## src/rtl/seq_shifter32_pkg.sv

```systemverilog
// Shared constants, encodings and the effective-count helper for seq_shifter32.
// Optional feature macro: SEQ_SHIFTER32_ROTATE_EN (sel=11 becomes rotate right).
package seq_shifter32_pkg;

  localparam int unsigned WIDTH = 32;
  localparam int unsigned CNT_W = 6;

  // Op-select encoding shared with the single-cycle ALU shifter.
  localparam logic [1:0] SEL_PASS = 2'b00;
  localparam logic [1:0] SEL_SHL  = 2'b01;
  localparam logic [1:0] SEL_SHR  = 2'b10;
  localparam logic [1:0] SEL_ALT  = 2'b11;

  typedef enum logic [1:0] {ST_IDLE, ST_SHIFT, ST_DONE} state_e;

  // Number of 1-bit steps for an op; any amount >= 32 saturates to 32 for shifts.
  function automatic logic [CNT_W-1:0] eff_count(logic [1:0] sel, logic [WIDTH-1:0] amt);
    logic [CNT_W-1:0] n;
    n = '0;
    case (sel)
      SEL_SHL, SEL_SHR: n = (|amt[WIDTH-1:5]) ? CNT_W'(WIDTH) : {1'b0, amt[4:0]};
`ifdef SEQ_SHIFTER32_ROTATE_EN
      SEL_ALT:          n = {1'b0, amt[4:0]};
`endif
      default:          n = '0;
    endcase
    return n;
  endfunction

endpackage

```

## src/rtl/shift_step32.sv

```systemverilog
// Combinational single-bit shift step: left inserts 0 at bit 0, right inserts 0
// (or bit 0 when rotating) at bit 31.
module shift_step32 (
  input  logic [31:0] value_i,
  input  logic        left_i,
  input  logic        rot_i,
  output logic [31:0] next_o
);

  // One-position shift or rotate of the current value.
  always_comb begin
    next_o = value_i;
    if (left_i) begin
      next_o = {value_i[30:0], 1'b0};
    end else begin
      next_o = {(rot_i & value_i[0]), value_i[31:1]};
    end
  end

endmodule

```

## src/rtl/seq_shifter32.sv

```systemverilog
// Multi-cycle 32-bit shifter with valid/ready request and response channels.
// One bit position per clock. Optional macro SEQ_SHIFTER32_ROTATE_EN turns
// sel=11 into rotate right by b[4:0]; undefined, sel=11 is a passthrough.
module seq_shifter32
  import seq_shifter32_pkg::*;
(
  input  logic        clk,
  input  logic        rst_n,
  input  logic        in_valid,
  output logic        in_ready,
  input  logic [31:0] a,
  input  logic [31:0] b,
  input  logic [1:0]  sel,
  output logic        out_valid,
  input  logic        out_ready,
  output logic [31:0] out
);

  state_e             state_q, state_d;
  logic [WIDTH-1:0]   res_q, res_d;
  logic [1:0]         sel_q, sel_d;
  logic [CNT_W-1:0]   cnt_q, cnt_d;
  logic [WIDTH-1:0]   step_next;
  logic               rot_flag;

`ifdef SEQ_SHIFTER32_ROTATE_EN
  assign rot_flag = (sel_q == SEL_ALT);
`else
  assign rot_flag = 1'b0;
`endif

  shift_step32 u_step (
    .value_i (res_q),
    .left_i  (sel_q == SEL_SHL),
    .rot_i   (rot_flag),
    .next_o  (step_next)
  );

  // Next-state, datapath update and handshake outputs (all decoded from state).
  always_comb begin
    state_d   = state_q;
    res_d     = res_q;
    sel_d     = sel_q;
    cnt_d     = cnt_q;
    in_ready  = 1'b0;
    out_valid = 1'b0;
    unique case (state_q)
      ST_IDLE: begin
        in_ready = 1'b1;
        if (in_valid) begin
          res_d   = a;
          sel_d   = sel;
          cnt_d   = eff_count(sel, b);
          state_d = (cnt_d == '0) ? ST_DONE : ST_SHIFT;
        end
      end
      ST_SHIFT: begin
        res_d = step_next;
        cnt_d = cnt_q - 1'b1;
        // The edge applying the final step also moves to DONE.
        if (cnt_q == CNT_W'(1)) state_d = ST_DONE;
      end
      ST_DONE: begin
        out_valid = 1'b1;
        if (out_ready) state_d = ST_IDLE;
      end
      default: state_d = ST_IDLE;
    endcase
  end

  // State, result, op and count registers; reset aborts any operation in flight.
  always_ff @(posedge clk or negedge rst_n) begin
    if (!rst_n) begin
      state_q <= ST_IDLE;
      res_q   <= '0;
      sel_q   <= SEL_PASS;
      cnt_q   <= '0;
    end else begin
      state_q <= state_d;
      res_q   <= res_d;
      sel_q   <= sel_d;
      cnt_q   <= cnt_d;
    end
  end

  assign out = res_q;

endmodule

```

## config.mk

```make
export PLATFORM = sky130hd
export DESIGN_NAME = seq_shifter32
export DESIGN_NICKNAME = d
export VERILOG_FILES = /design/src/rtl/seq_shifter32_pkg.sv /design/src/rtl/shift_step32.sv /design/src/rtl/seq_shifter32.sv
export SDC_FILE = /design/constraint.sdc
export NUM_CORES = 1
export LEC_CHECK = 0
export CORE_AREA = 2 2 77 79
export CTS_BUF_LIST = sky130_fd_sc_hd__clkbuf_16
export CTS_CLUSTER_DIAMETER = 150
export DETAILED_ROUTE_END_ITERATION = 8
export DIE_AREA = 0 0 79 81
export GPL_TIMING_DRIVEN = 1
export PLACE_DENSITY_LB_ADDON = 0.15
export SLEW_MARGIN = 20
export SYNTH_ARGS = -nofsm -noshare
export SYNTH_HDL_FRONTEND = slang
export SYNTH_SLANG_ARGS = --single-unit
```

## constraint.sdc

```tcl
create_clock -name clk -period 2.9 [get_ports clk]
set_input_delay 0.29 -clock clk [delete_from_list [all_inputs] [get_ports clk]]
set_output_delay 0.29 -clock clk [all_outputs]
set_load 0.005 [all_outputs]
```

==> flow_summary.json, run 1 <==
{
  "start_util": 0.432,
  "worst-slew-pin-transition_ns": 0.934,
  "hold_buffers": 0,
  "finClkSkew_ns": 0.00462,
  "fin_nets": 434,
  "hold_path_class": "in2async",
  "seq_area_frac_synth": 0.429,
  "root_buffer": "clkbuf_16",
  "leakagePower_nw": 1.48,
  "core-area_mm2": 0.00568,
  "rsz0062_at_grt": "no",
  "hold_viol": 0,
  "syn_nets": 336,
  "worst_ep_required_time_ns": 2.61,
  "cts_sinks": 42,
  "portBuffers": 103,
  "clock_latency_ns": 0.28,
  "fmax_ghz": 0.498,
  "internal-power_mw": 2.24,
  "viasPerCell": 5.54,
  "fin_crit_sh": 0.693,
  "drv_slew": 0,
  "syn_to_final_growth_pct": 50.9,
  "crit_type": "reg2out",
  "dp_hpwl_um": 4540,
  "fill_cells": 492,
  "reg2reg_from": "sel_q[1]",
  "wl_per_cell_um": 14.7,
  "final-setup-viol-count": 0,
  "start_kind": "flip-flop",
  "slowest_stage": "dfrtp_1",
  "num_antenna_cells": 0,
  "r2r-end": "out[30]",
  "ctsResizeCount": 0,
  "setup_tns_ns": 0,
  "die_w_um": 79,
  "synthFlopType": "dfrtp_1",
  "drcViolationCount": 0,
  "critPathMaxStageDelay_ns": 0.72,
  "r2r_cells": 4,
  "place.gp.congestion": 0.804,
  "die_h_um": 81,
  "first_pass_iters": 4,
  "worstPathMaxFanout": 18,
  "cts_buffers": 5,
  "ys_types": 36,
  "synth-edff-count": 0,
  "wirelength_um": 6460,
  "endpoint_kind": "output pin",
  "fin_hold_ws_ns": 0.157,
  "dieArea_mm2": 0.00640,
  "synth_cells": 264,
  "io_pins": 104,
  "ir_worst_vdd_v": 0.000431,
  "clk_path_buf_depth": 2,
  "path_clk_slew_ns": 0.06,
  "post_cts_buffers": 0,
  "clkPwrFrac": 0.149,
  "ant_nets": 0,
  "dr.first_iter.drc_count": 102,
  "path_cells": "nor2b_1 -> clkdlybuf4s50_1",
  "outcome": "complete, no violations",
  "comb_power_share": 0.519,
  "syn_area_mm2": 0.00245,
  "vias": 2426,
  "power_switching_mw": 1.28,
  "maxCapViolCount": 0,
  "grt_pass1_wl_um": 11000,
  "drive_above_1_share": 0.143,
  "ys_warn_count": 0,
  "rows": 28,
  "avgSynthCellArea_um2": 9.29,
  "seqPwrFrac": 0.332,
  "switching_share": 0.364,
  "grt_max_degree": 48,
  "slew_headroom": 0.378,
  "h-tree-depth": 2,
  "crit_arrival_ns": 1.72,
  "ys_ff_latch": 42,
  "grt_usage": 0.212,
  "final.min_clock_period_ns": 2.01,
  "cts_tree": "done",
  "antenna_found_initial": 0,
  "async_reset_ff_frac": 1.00,
  "grt_pass1_vias": 2472,
  "reg2reg_slack_ns": 0.99,
  "power.density_mw_per_mm2": 953,
  "grt-ovfl-total": 0
}
-- flip-flops by register name, summed over array words and instances (netlist names) --
name and flops:
out 32, cnt_q 6, sel_q 2, state_q 2
-- cells by family (layout without fill, tap and decap cells) --
group | count (synthesis) | after routing | share of synthesized area
AOI/OAI and AO/OA | 86 | 86 | 0.223
and+or+nand+nor | 75 | 75 | 0.140
DFF | 42 | 42 | 0.429
muxes | 34 | 34 | 0.156
buffers and inverters | 24 | 123 | 0.0388
adders and majority gates | 2 | 2 | 0.0102
xor gates and xnor gates | 1 | 1 | 0.00357
-- synthesized netlist by cell type (all sizes together) (2+ instances only) --
| library cell | count | area [µm²] |
|---|---|---|
| dfrtp | 42 | 1050 |
| nand2 | 42 | 158 |
| o21ai | 38 | 190 |
| mux2 | 34 | 383 |
| a22oi | 32 | 240 |
| clkbuf | 15 | 56.3 |
| nor2 | 8 | 30.0 |
| nor4 | 7 | 43.8 |
| a21oi | 6 | 30.0 |
| buf | 5 | 23.8 |
| inv | 4 | 15.0 |
| nor2b | 3 | 18.8 |
| nor3 | 3 | 15.0 |
| ha | 2 | 25.0 |
| nand2b | 2 | 12.5 |
| nand3 | 2 | 10.0 |
| or3 | 2 | 12.5 |
-- power by group through the flow --
| stage | clock, mW | sequential, mW | combinational, mW |
|---|---|---|---|
| floorplan | 0 | 1.09 | 1.09 |
| global placement | 0 | 1.17 | 1.81 |
| detailed placement | 0 | 1.18 | 1.84 |
| finish | 0.524 | 1.17 | 1.83 |
| CTS | 0.532 | 1.17 | 1.85 |
| global route | 0.556 | 1.21 | 2.06 |
-- through the flow --
stage / instances / total power, mW / setup slack [ns] / instance area [µm²] / utilization
detailed placement: 430 / 3.01 / 0.806 / 3560 / 0.628
CTS: 438 / 3.55 / 0.921 / 3700 / 0.652
global placement: 430 / 2.98 / 0.860 / 3560 / 0.628
floorplan: 264 / 2.18 / 1.37 / 2450 / -
finish: 438 / 3.53 / 0.891 / 3700 / 0.652
global route: 438 / 3.82 / 0.837 / 3700 / 0.652
-- layout make-up --
cell class / count / area, µm² / share of cell area
Sequential cell: 42 / 1050 / 0.284
Inverter: 4 / 15.0 / 0.00406
Clock buffer: 5 / 125 / 0.0338
Timing Repair Buffer: 111 / 1090 / 0.294
Clock inverter: 3 / 12.5 / 0.00338
Multi-Input combinational cell: 198 / 1320 / 0.356
Tap cell: 75 / 93.8 / 0.0254
-- cells in the final DEF (no fill, tap or decap), types with 2 or more instances in the layout --
cell type	count
a21oi_1	6
a22oi_1	32
buf_4	8
clkbuf_16	5
clkdlybuf4s50_1	102
dfrtp_1	42
ha_1	2
inv_1	5
mux2_2	34
nand2_1	42
nand2b_1	2
nand3_1	2
nor2_1	8
nor3_1	3
nor4_1	7
o21ai_0	31
o21ai_1	7
or3_1	2
-- worst max path at each step --
stage                     startpoint         end  slack [ns]  cells after the start
final                     state_q[1]   out_valid        0.89                      2
after global routing        sel_q[1]     out[13]        0.84                      4
after CTS                 state_q[1]   out_valid        0.92                      2
after detailed placement        b[7]  state_q[0]        0.81                      5
after global placement          b[7]  state_q[0]        0.86                      5
after floorplan                 b[7]  state_q[0]        1.37                      4
-- critical path, delay by kind of cell (launching register included) --
kind,cells,cell delay (ns)
simple gates,1,0.20
flops,1,0.72
buf+inv,1,0.51
-- per-layer routing --
metal	vias up	global-route usage	wire length, µm
li1	1168	-	-
met1	1162	0.273	2930
met2	88	0.370	3050
met3	8	0.0256	385
met4	0	0.0741	95
met5	-	0	0
Note: power is estimated with default switching activity, not from simulation.
==> run 2: changes to the inputs <==
--- a/config.mk
+++ b/config.mk
@@ -5,11 +5,11 @@
 export SDC_FILE = /design/constraint.sdc
 export NUM_CORES = 1
 export LEC_CHECK = 0
-export CORE_AREA = 2 2 77 79
+export CORE_AREA = 2 2 79 81
 export CTS_BUF_LIST = sky130_fd_sc_hd__clkbuf_16
 export CTS_CLUSTER_DIAMETER = 150
 export DETAILED_ROUTE_END_ITERATION = 8
-export DIE_AREA = 0 0 79 81
+export DIE_AREA = 0 0 81 83
 export GPL_TIMING_DRIVEN = 1
 export PLACE_DENSITY_LB_ADDON = 0.15
 export SLEW_MARGIN = 20
==> constraint.sdc (replaced) <==
create_clock -name clk -period 2.1 [get_ports clk]
set_input_delay 0.21 -clock clk [delete_from_list [all_inputs] [get_ports clk]]
set_output_delay 0.21 -clock clk [all_outputs]
set_load 0.005 [all_outputs]
==> flow_summary.json, run 2 (synthesis results as in run 1) <==
{
  "layout_commonest_cell": "clkdlybuf4s50_1",
  "fin_nets": 441,
  "grt_util_met2": 0.331,
  "layout_common_cells": "102 x clkdlybuf4s50_1, 42 x nand2_1, 42 x dfrtp_1, 34 x mux2_2, 32 x a22oi_1",
  "wl_per_cell_um": 14.8,
  "first_pass_iters": 4,
  "fin_crit_sh": 0.842,
  "clkPwrFrac": 0.167,
  "num_antenna_cells": 0,
  "slew_headroom": 0.706,
  "finClkSkew_ns": 0.00303,
  "cts_sinks": 42,
  "rows": 28,
  "die_w_um": 81,
  "leakagePower_nw": 1.54,
  "power_mw": 5.07,
  "worst-slew-pin-transition_ns": 0.437,
  "root_buffer": "clkbuf_16",
  "power.density_mw_per_mm2": 1330,
  "crit_type": "reg2out",
  "dp_hpwl_um": 4740,
  "syn_to_final_growth_pct": 55.2,
  "drcViolationCount": 0,
  "setup_tns_ns": 0,
  "crit_arrival_ns": 1.56,
  "final.min_clock_period_ns": 1.77,
  "reg2reg_slack_ns": 0.40,
  "hold_path_class": "in2async",
  "use_met1": 0.273,
  "hold_viol": 0,
  "hold_buffers": 1,
  "path_clk_slew_ns": 0.06,
  "comb_power_share": 0.519,
  "rsz0062_at_grt": "no",
  "grt_max_degree": 43,
  "grt-busiest-layer": "met2",
  "h-tree-depth": 2,
  "outcome": "complete, no violations",
  "grt_pass1_vias": 2391,
  "grt-ovfl-total": 0,
  "viasPerCell": 5.47,
  "core-area_mm2": 0.00582,
  "grt_usage": 0.204,
  "start_kind": "flip-flop",
  "drv_slew": 0,
  "io_pins": 104,
  "worst_ep_required_time_ns": 1.89,
  "fmax_ghz": 0.566,
  "vias": 2433,
  "place.gp.congestion": 0.805,
  "largest_reg_flops": 32,
  "portBuffers": 103,
  "r2r_cells": 6,
  "ant_nets": 0,
  "final-setup-viol-count": 0,
  "dr.first_iter.drc_count": 84,
  "clock_latency_ns": 0.28,
  "grt_use_met3": 0.0457,
  "clk_path_buf_depth": 2,
  "switching_share": 0.355,
  "power_switching_mw": 1.80,
  "cts_tree": "done",
  "dieArea_mm2": 0.00672,
  "drive_above_1_share": 0.157,
  "seqPwrFrac": 0.314,
  "endpoint_kind": "output pin",
  "start_util": 0.422,
  "antenna_found_initial": 0,
  "ctsResizeCount": 0,
  "wirelength_um": 6590,
  "grt_pass1_wl_um": 11000,
  "post_cts_buffers": 0,
  "placed_cell_area_mm2": 0.00363,
  "internal-power_mw": 3.27,
  "maxCapViolCount": 0,
  "cts_buffers": 5,
  "die_h_um": 83,
  "final_cell_area_mm2": 0.00380,
  "ir_worst_vdd_v": 0.000654,
  "worstPathMaxFanout": 29
}
-- run 2: cell count changes in the layout (fill, tap and decap cells not counted), sizes merged --
| cell | previous run | this run |
|---|---|---|
| buf | 9 | 15 |
| bufinv | 0 | 1 |
| clkinv | 2 | 0 |
| dlygate4sd3 | 0 | 1 |
| inv | 5 | 6 |
-- run 2: worst paths after layout --
kind | startpoint | to
min in group clk | out[0] | out[0]
min | rst_n | out[6]
max reg2reg | cnt_q[0] | cnt_q[4]
min reg2reg | out[0] | out[0]
max in group asynchronous | rst_n | cnt_q[5]
max | state_q[0] | out_valid
-- run 2: power by group through the flow --
stage	Combinational (mW)	Clock (mW)	Sequential, mW
3_5_place_dp	2.64	0	1.60
2_1_floorplan	1.51	0	1.50
4_1_cts	2.66	0.860	1.59
6_report	2.63	0.848	1.59
3_3_place_gp	2.58	0	1.59
5_1_grt	2.90	0.895	1.66
-- run 2: layer usage --
metal / share of wire / wire (µm)
met1: 0.45 / 2940
met2: 0.47 / 3120
met3: 0.074 / 488
met4: 0.0061 / 40
met5: 0 / 0
-- run 2: stage by stage --
step,std cells,utilization,hold WS (ns),setup WS [ns]
CTS,445,0.654,0.443,0.317
finish,445,0.654,0.430,0.332
global route,445,0.654,0.467,0.243
global placement,436,0.625,0.201,0.152
floorplan,264,-,-0.0856,0.584
detailed placement,436,0.625,0.202,0.126
-- run 2: critical path: stages (launching register included) --
cell and delay (ns):
dfrtp_1 0.37, buf_4 0.23, nor2b_1 0.15, clkdlybuf4s50_1 0.52
-- run 2: area by class of cell --
cell class / instances / area [µm²]
Fill cell: 510 / 2010
Multi-Input combinational cell: 198 / 1320
Timing Repair Buffer: 118 / 1170
Sequential cell: 42 / 1050
Clock buffer: 5 / 125
Tap cell: 75 / 93.8
Clock inverter: 3 / 37.5
Inverter: 4 / 15.0
==> run 3: changes to the inputs <==
--- a/config.mk
+++ b/config.mk
@@ -5,11 +5,11 @@
 export SDC_FILE = /design/constraint.sdc
 export NUM_CORES = 1
 export LEC_CHECK = 0
-export CORE_AREA = 2 2 79 81
+export CORE_AREA = 2 2 83 85
 export CTS_BUF_LIST = sky130_fd_sc_hd__clkbuf_16
 export CTS_CLUSTER_DIAMETER = 150
 export DETAILED_ROUTE_END_ITERATION = 8
-export DIE_AREA = 0 0 81 83
+export DIE_AREA = 0 0 85 87
 export GPL_TIMING_DRIVEN = 1
 export PLACE_DENSITY_LB_ADDON = 0.15
 export SLEW_MARGIN = 20
==> constraint.sdc (replaced) <==
create_clock -name clk -period 1.6 [get_ports clk]
set_input_delay 0.16 -clock clk [delete_from_list [all_inputs] [get_ports clk]]
set_output_delay 0.16 -clock clk [all_outputs]
set_load 0.005 [all_outputs]
==> flow_summary.json, run 3 (synthesis results as in run 1) <==
{
  "core-area_mm2": 0.00657,
  "grt-ovfl-total": 0,
  "worst-slew-pin-transition_ns": 0.445,
  "power_mw": 6.90,
  "worst_ep_required_time_ns": 1.76,
  "drv_slew": 0,
  "layout_commonest_cell": "clkdlybuf4s50_1",
  "fin_crit_sh": 0.953,
  "hold_viol": 0,
  "dr.first_iter.drc_count": 69,
  "fmax_ghz": 0.656,
  "start_kind": "input pin",
  "power.density_mw_per_mm2": 1740,
  "portBuffers": 103,
  "slew_headroom": 0.700,
  "drive_above_1_share": 0.202,
  "first_pass_iters": 4,
  "start_util": 0.373,
  "clock_latency_ns": 0.28,
  "cts_buffers": 5,
  "endpoint_kind": "flip-flop",
  "leakagePower_nw": 1.62,
  "grt_pass1_wl_um": 11100,
  "num_antenna_cells": 0,
  "ir_worst_vdd_v": 0.000876,
  "cts_sinks": 42,
  "power_switching_mw": 2.37,
  "fin_hold_ws_ns": 0.272,
  "cp-startpoint": "b[15]",
  "wirelength_um": 6710,
  "grt_max_degree": 25,
  "h-tree-depth": 2,
  "wl_per_cell_um": 14.5,
  "crit_type": "in2reg",
  "grt_usage": 0.184,
  "final-setup-viol-count": 0,
  "grt_pass1_vias": 2437,
  "clk_path_buf_depth": 2,
  "antenna_found_initial": 0,
  "root_buffer": "clkbuf_16",
  "maxCapViolCount": 0,
  "drcViolationCount": 0,
  "io_pins": 104,
  "die_h_um": 87,
  "comb_power_share": 0.540,
  "outcome": "complete, no violations",
  "fin_util": 0.604,
  "reg2reg_from": "cnt_q[0]",
  "worstPathMaxFanout": 3,
  "viasPerCell": 5.24,
  "clkPwrFrac": 0.160,
  "ant_nets": 0,
  "dp_hpwl_um": 4970,
  "place.gp.congestion": 0.775,
  "vias": 2423,
  "rows": 30,
  "switching_share": 0.344,
  "hold_path_class": "in2async",
  "layout_common_cells": "100 x clkdlybuf4s50_1, 42 x nand2_1, 40 x dfrtp_1, 34 x mux2_2, 32 x a22oi_1",
  "largest_reg_flops": 32,
  "crit_arrival_ns": 1.69,
  "setup_tns_ns": 0,
  "seqPwrFrac": 0.300,
  "die_w_um": 85,
  "finClkSkew_ns": 0.00369,
  "path_clk_slew_ns": 0.06,
  "dieArea_mm2": 0.00740,
  "fin_nets": 453,
  "internal-power_mw": 4.52,
  "final.min_clock_period_ns": 1.52,
  "cts_tree": "done",
  "syn_to_final_growth_pct": 61.8
}
[run 3: changes by cell type in the layout (fill, tap and decap cells not counted), moves of 2 or more]
cell	before	now
buf_4	12	20
buf_12	2	5
nor4_2	0	3
clkdlybuf4s50_1	102	100
dfrtp_1	42	40
nor4_1	7	4
dlygate4sd2_1	0	2
dfrtp_2	0	2
[run 3: power groups by stage]
stage | registers [mW] | clock network, mW | logic, mW
after CTS | 2.07 | 1.14 | 3.77
final | 2.07 | 1.11 | 3.72
after global placement | 2.07 | 0 | 3.63
after global routing | 2.15 | 1.20 | 4.09
after floorplan | 1.97 | 0 | 1.98
after detailed placement | 2.09 | 0 | 3.69
[run 3: final cells by class]
type	instances	area (µm²)
fillers	567	2600
flip-flops and latches	42	1050
clock inverters	3	37.5
clock buffers	5	125
inverters	4	15.0
multi-input cells	198	1340
well taps	80	100
repair buffers	130	1290
[run 3: path summary, 6_finish.rpt]
kind	to	slack (ns)	cells after the start
worst min-delay path	out[3]	0.27	2
worst max-delay path	state_q[0]	0.08	5
worst max register to register	cnt_q[4]	0.08	6
max in group asynchronous	out[9]	0.79	3
min in group clk	cnt_q[1]	0.47	3
worst min register to register	sel_q[0]	0.52	1
[run 3: metrics by stage]
step | setup slack, ns | instances | cell area, µm²
2_1_floorplan | 0.0842 | 264 | 2450
3_3_place_gp | -0.299 | 450 | 3730
3_5_place_dp | -0.339 | 450 | 3730
4_1_cts | 0.0199 | 461 | 3950
5_1_grt | -0.0408 | 462 | 3970
6_report | 0.0758 | 462 | 3970
[run 3: timing repair]
item	in CTS	in global routing
pin swaps	2	2
endpoints found under the hold margin	7	0
resized for setup	9	6
setup endpoints to repair	4	7
buffers inserted	2	1
hold buffers	1	0
[run 3: critical path, stage by stage]
cell	delay, ns
clkdlybuf4s50_1	0.42
nor4_2	0.27
nand4_1	0.17
or4_1	0.43
a31o_1	0.23
[run 3: per-layer routing]
layer / global-route usage / part of all wire
met5: 0 / 0
met4: 0.0447 / 0.010
met3: 0.0427 / 0.062
met2: 0.308 / 0.48
met1: 0.243 / 0.45
==> patch (flow settings as in run 3) <==
Add a define of `SEQ_SHIFTER32_ROTATE_EN`.
--- a/src/rtl/seq_shifter32_pkg.sv
+++ b/src/rtl/seq_shifter32_pkg.sv
@@ -1,5 +1,7 @@
 // Shared constants, encodings and the effective-count helper for seq_shifter32.
 // Optional feature macro: SEQ_SHIFTER32_ROTATE_EN (sel=11 becomes rotate right).
+`define SEQ_SHIFTER32_ROTATE_EN
+
 package seq_shifter32_pkg;
 
   localparam int unsigned WIDTH = 32;
Formal check against the unedited RTL: not equivalent (Yosys sat finds a counterexample within 4 cycles, from zero or initial values and one cycle with rst_n low).
==> patch against run 3 <==
Utilization up 2.5 points. Setup slack worse by 31 ps. Wire length up 6.9%. Die area unchanged. Global-route usage up 0.44 points. Power up 1.8%. Sequential cell count unchanged. Cell area up 4.1%. Clock skew up 2.4 ps. Via count up 7.6%. Synthesized area up 2.3%. Synthesized cell count up 12%. Critical endpoint is now out_valid. Largest cell class is now non-clock buffers.
==> patch: results (changes against run 3) <==
Outcome
  – Status: completed

Power and ir drop
  – Pleak: 1.71 nW (+6.0%)
  – Peak VDD IR: 0.000895 V (+2.1%)

Critical path
  – FF-to-FF End: cnt_q[1]
  – Worst EP arrival: 1400 ps (-290 ps)
  – Worst setup path endpoint: out_valid
  – Crit. Startpoint: state_q[0]
  – Crit-path slowest cell: clkdlybuf4s50_1
  – CP max FO: 4 (+1)
  – Crit-path max cell delay: 530 ps (+100 ps)
  – R2R cell count: 5 (-1)

Yosys
  – Synth top cells by count: 42 x dfrtp_1, 39 x nor2_1, 36 x a21oi_1, 36 x o21ai_0, 35 x nand2_1
  – Yosys cell types: 37 (+2.8%)
  – Synth top area share: 41.9% (-0.96 points)
  – Synth area leaders: dfrtp_1 42%, mux2i_1 12%, a21oi_1 7.2%
  – Post-synth EDFFs: 0 (unchanged)
  – Syn_nets: 369 (+9.8%)
  – Share of the yosys chip area belonging to registers: 41.9% (-0.96 points)

Detailed routing
  – Initial DRC Count: 126 (+83%)
  – Routed wire length: 7170 um (+6.9%)
  – Via/cell ratio: 5.15 (-1.8%)

GRT
  – Vias in the first global route: 2498 (+2.5%)
  – First-pass GRT wire length: 11400 um (+2.5%)
  – Largest net degree at the start of global routing: 31 (+24%)
  – GRT Overall Usage: 18.9% (+0.44 points)

Timing
  – Final setup margin: 44.3 ps (-31.5 ps)
  – Relative slew slack: 69.4% (-0.64 points)
  – Clock Skews: 6.04 ps (+2.36 ps)

Place
  – Routability cong.: 0.778 (+0.44%)
  – DP HPWL: 5200 um (+4.7%)
  – Place WS: -215 ps (+124 ps)
  – Placed cell area: 3800 sq um (+1.9%)

Cells and area
  – Filler cells: 538 (-5.1%)
  – Layout cells sized above 1: 16.0% (-4.2 points)
  – Antenna diodes: 0 (unchanged)
  – Final net count: 499 (+10%)
## patch: cell types whose count changed in the layout (fill, tap and decap cells not counted), moves of 7 or more
cell	change
a21oi_1	+30
mux2_2	-29
buf_4	+12
o21ai_1	-8
a22oi_1	-30
nor2_1	+31
nand2_1	-7
mux2i_1	+29
## patch: cells by family after synthesis
logic type | share of synthesized area, %
AO/OA/AOI/OAI | 18.7
adder cells (fa/ha/maj) | 2.00
buffers and inverters | 4.79
flip-flops | 41.9
multiplexers | 13.8
AND/OR/NAND/NOR | 18.9
## patch: area by class of cell
type,count,share of cell area (%)
Clock buffer,5,3.03
Clock inverter,3,0.394
Inverter,8,0.727
Multi-Input combinational cell,226,33.8
Sequential cell,42,25.5
Tap cell,80,2.42
Timing Repair Buffer,142,34.1
## patch: worst min-delay path by stage
stage	startpoint	slack (ps)	cells after the start	endpoint
2_1_floorplan	rst_n	-140	0	cnt_q[0]
3_3_place_gp	rst_n	130	1	out[14]
3_5_place_dp	rst_n	130	1	out[14]
4_1_cts	rst_n	380	2	out[14]
5_1_grt	rst_n	410	2	out[14]
6_report	rst_n	370	2	out[14]
## patch: metrics by stage
step	utilization, %	instances	TNS [ps]
global placement	57.9	487	-1890
floorplan	-	295	0
finish	62.9	506	0
global route	62.9	506	-27.2
detailed placement	57.9	487	-2200
CTS	60.5	498	0
## patch: power by group
| part | internal, mW | switching, mW | leakage (nW) |
|---|---|---|---|
| logic | 2.26 | 1.71 | 1.12 |
| registers | 1.57 | 0.534 | 0.522 |
| clock network | 0.569 | 0.386 | 0.0672 |
| total | 4.40 | 2.63 | 1.71 |
## patch: critical path: cells and delay by family (launching register included)
family / cells / cell delay, ps
and+or+nand+nor: 1 / 150
buffers and inverters: 1 / 530
DFF: 1 / 440
## patch: layer usage
metal / wire [um] / track usage (%) / up-vias
met5: 0 / 0 / -
met4: 75 / 5.48 / 0
met3: 491 / 4.36 / 6
met2: 3410 / 31.9 / 89
met1: 3200 / 24.2 / 1220
li1: - / - / 1292
## patch: timing repair
action,CTS,global route
hold endpoints to repair,18,0
buffers inserted,2,6
gates cloned,0,2
hold buffers,1,0
resized for setup,4,9
endpoints found under the setup margin,2,38
pin swaps,0,5
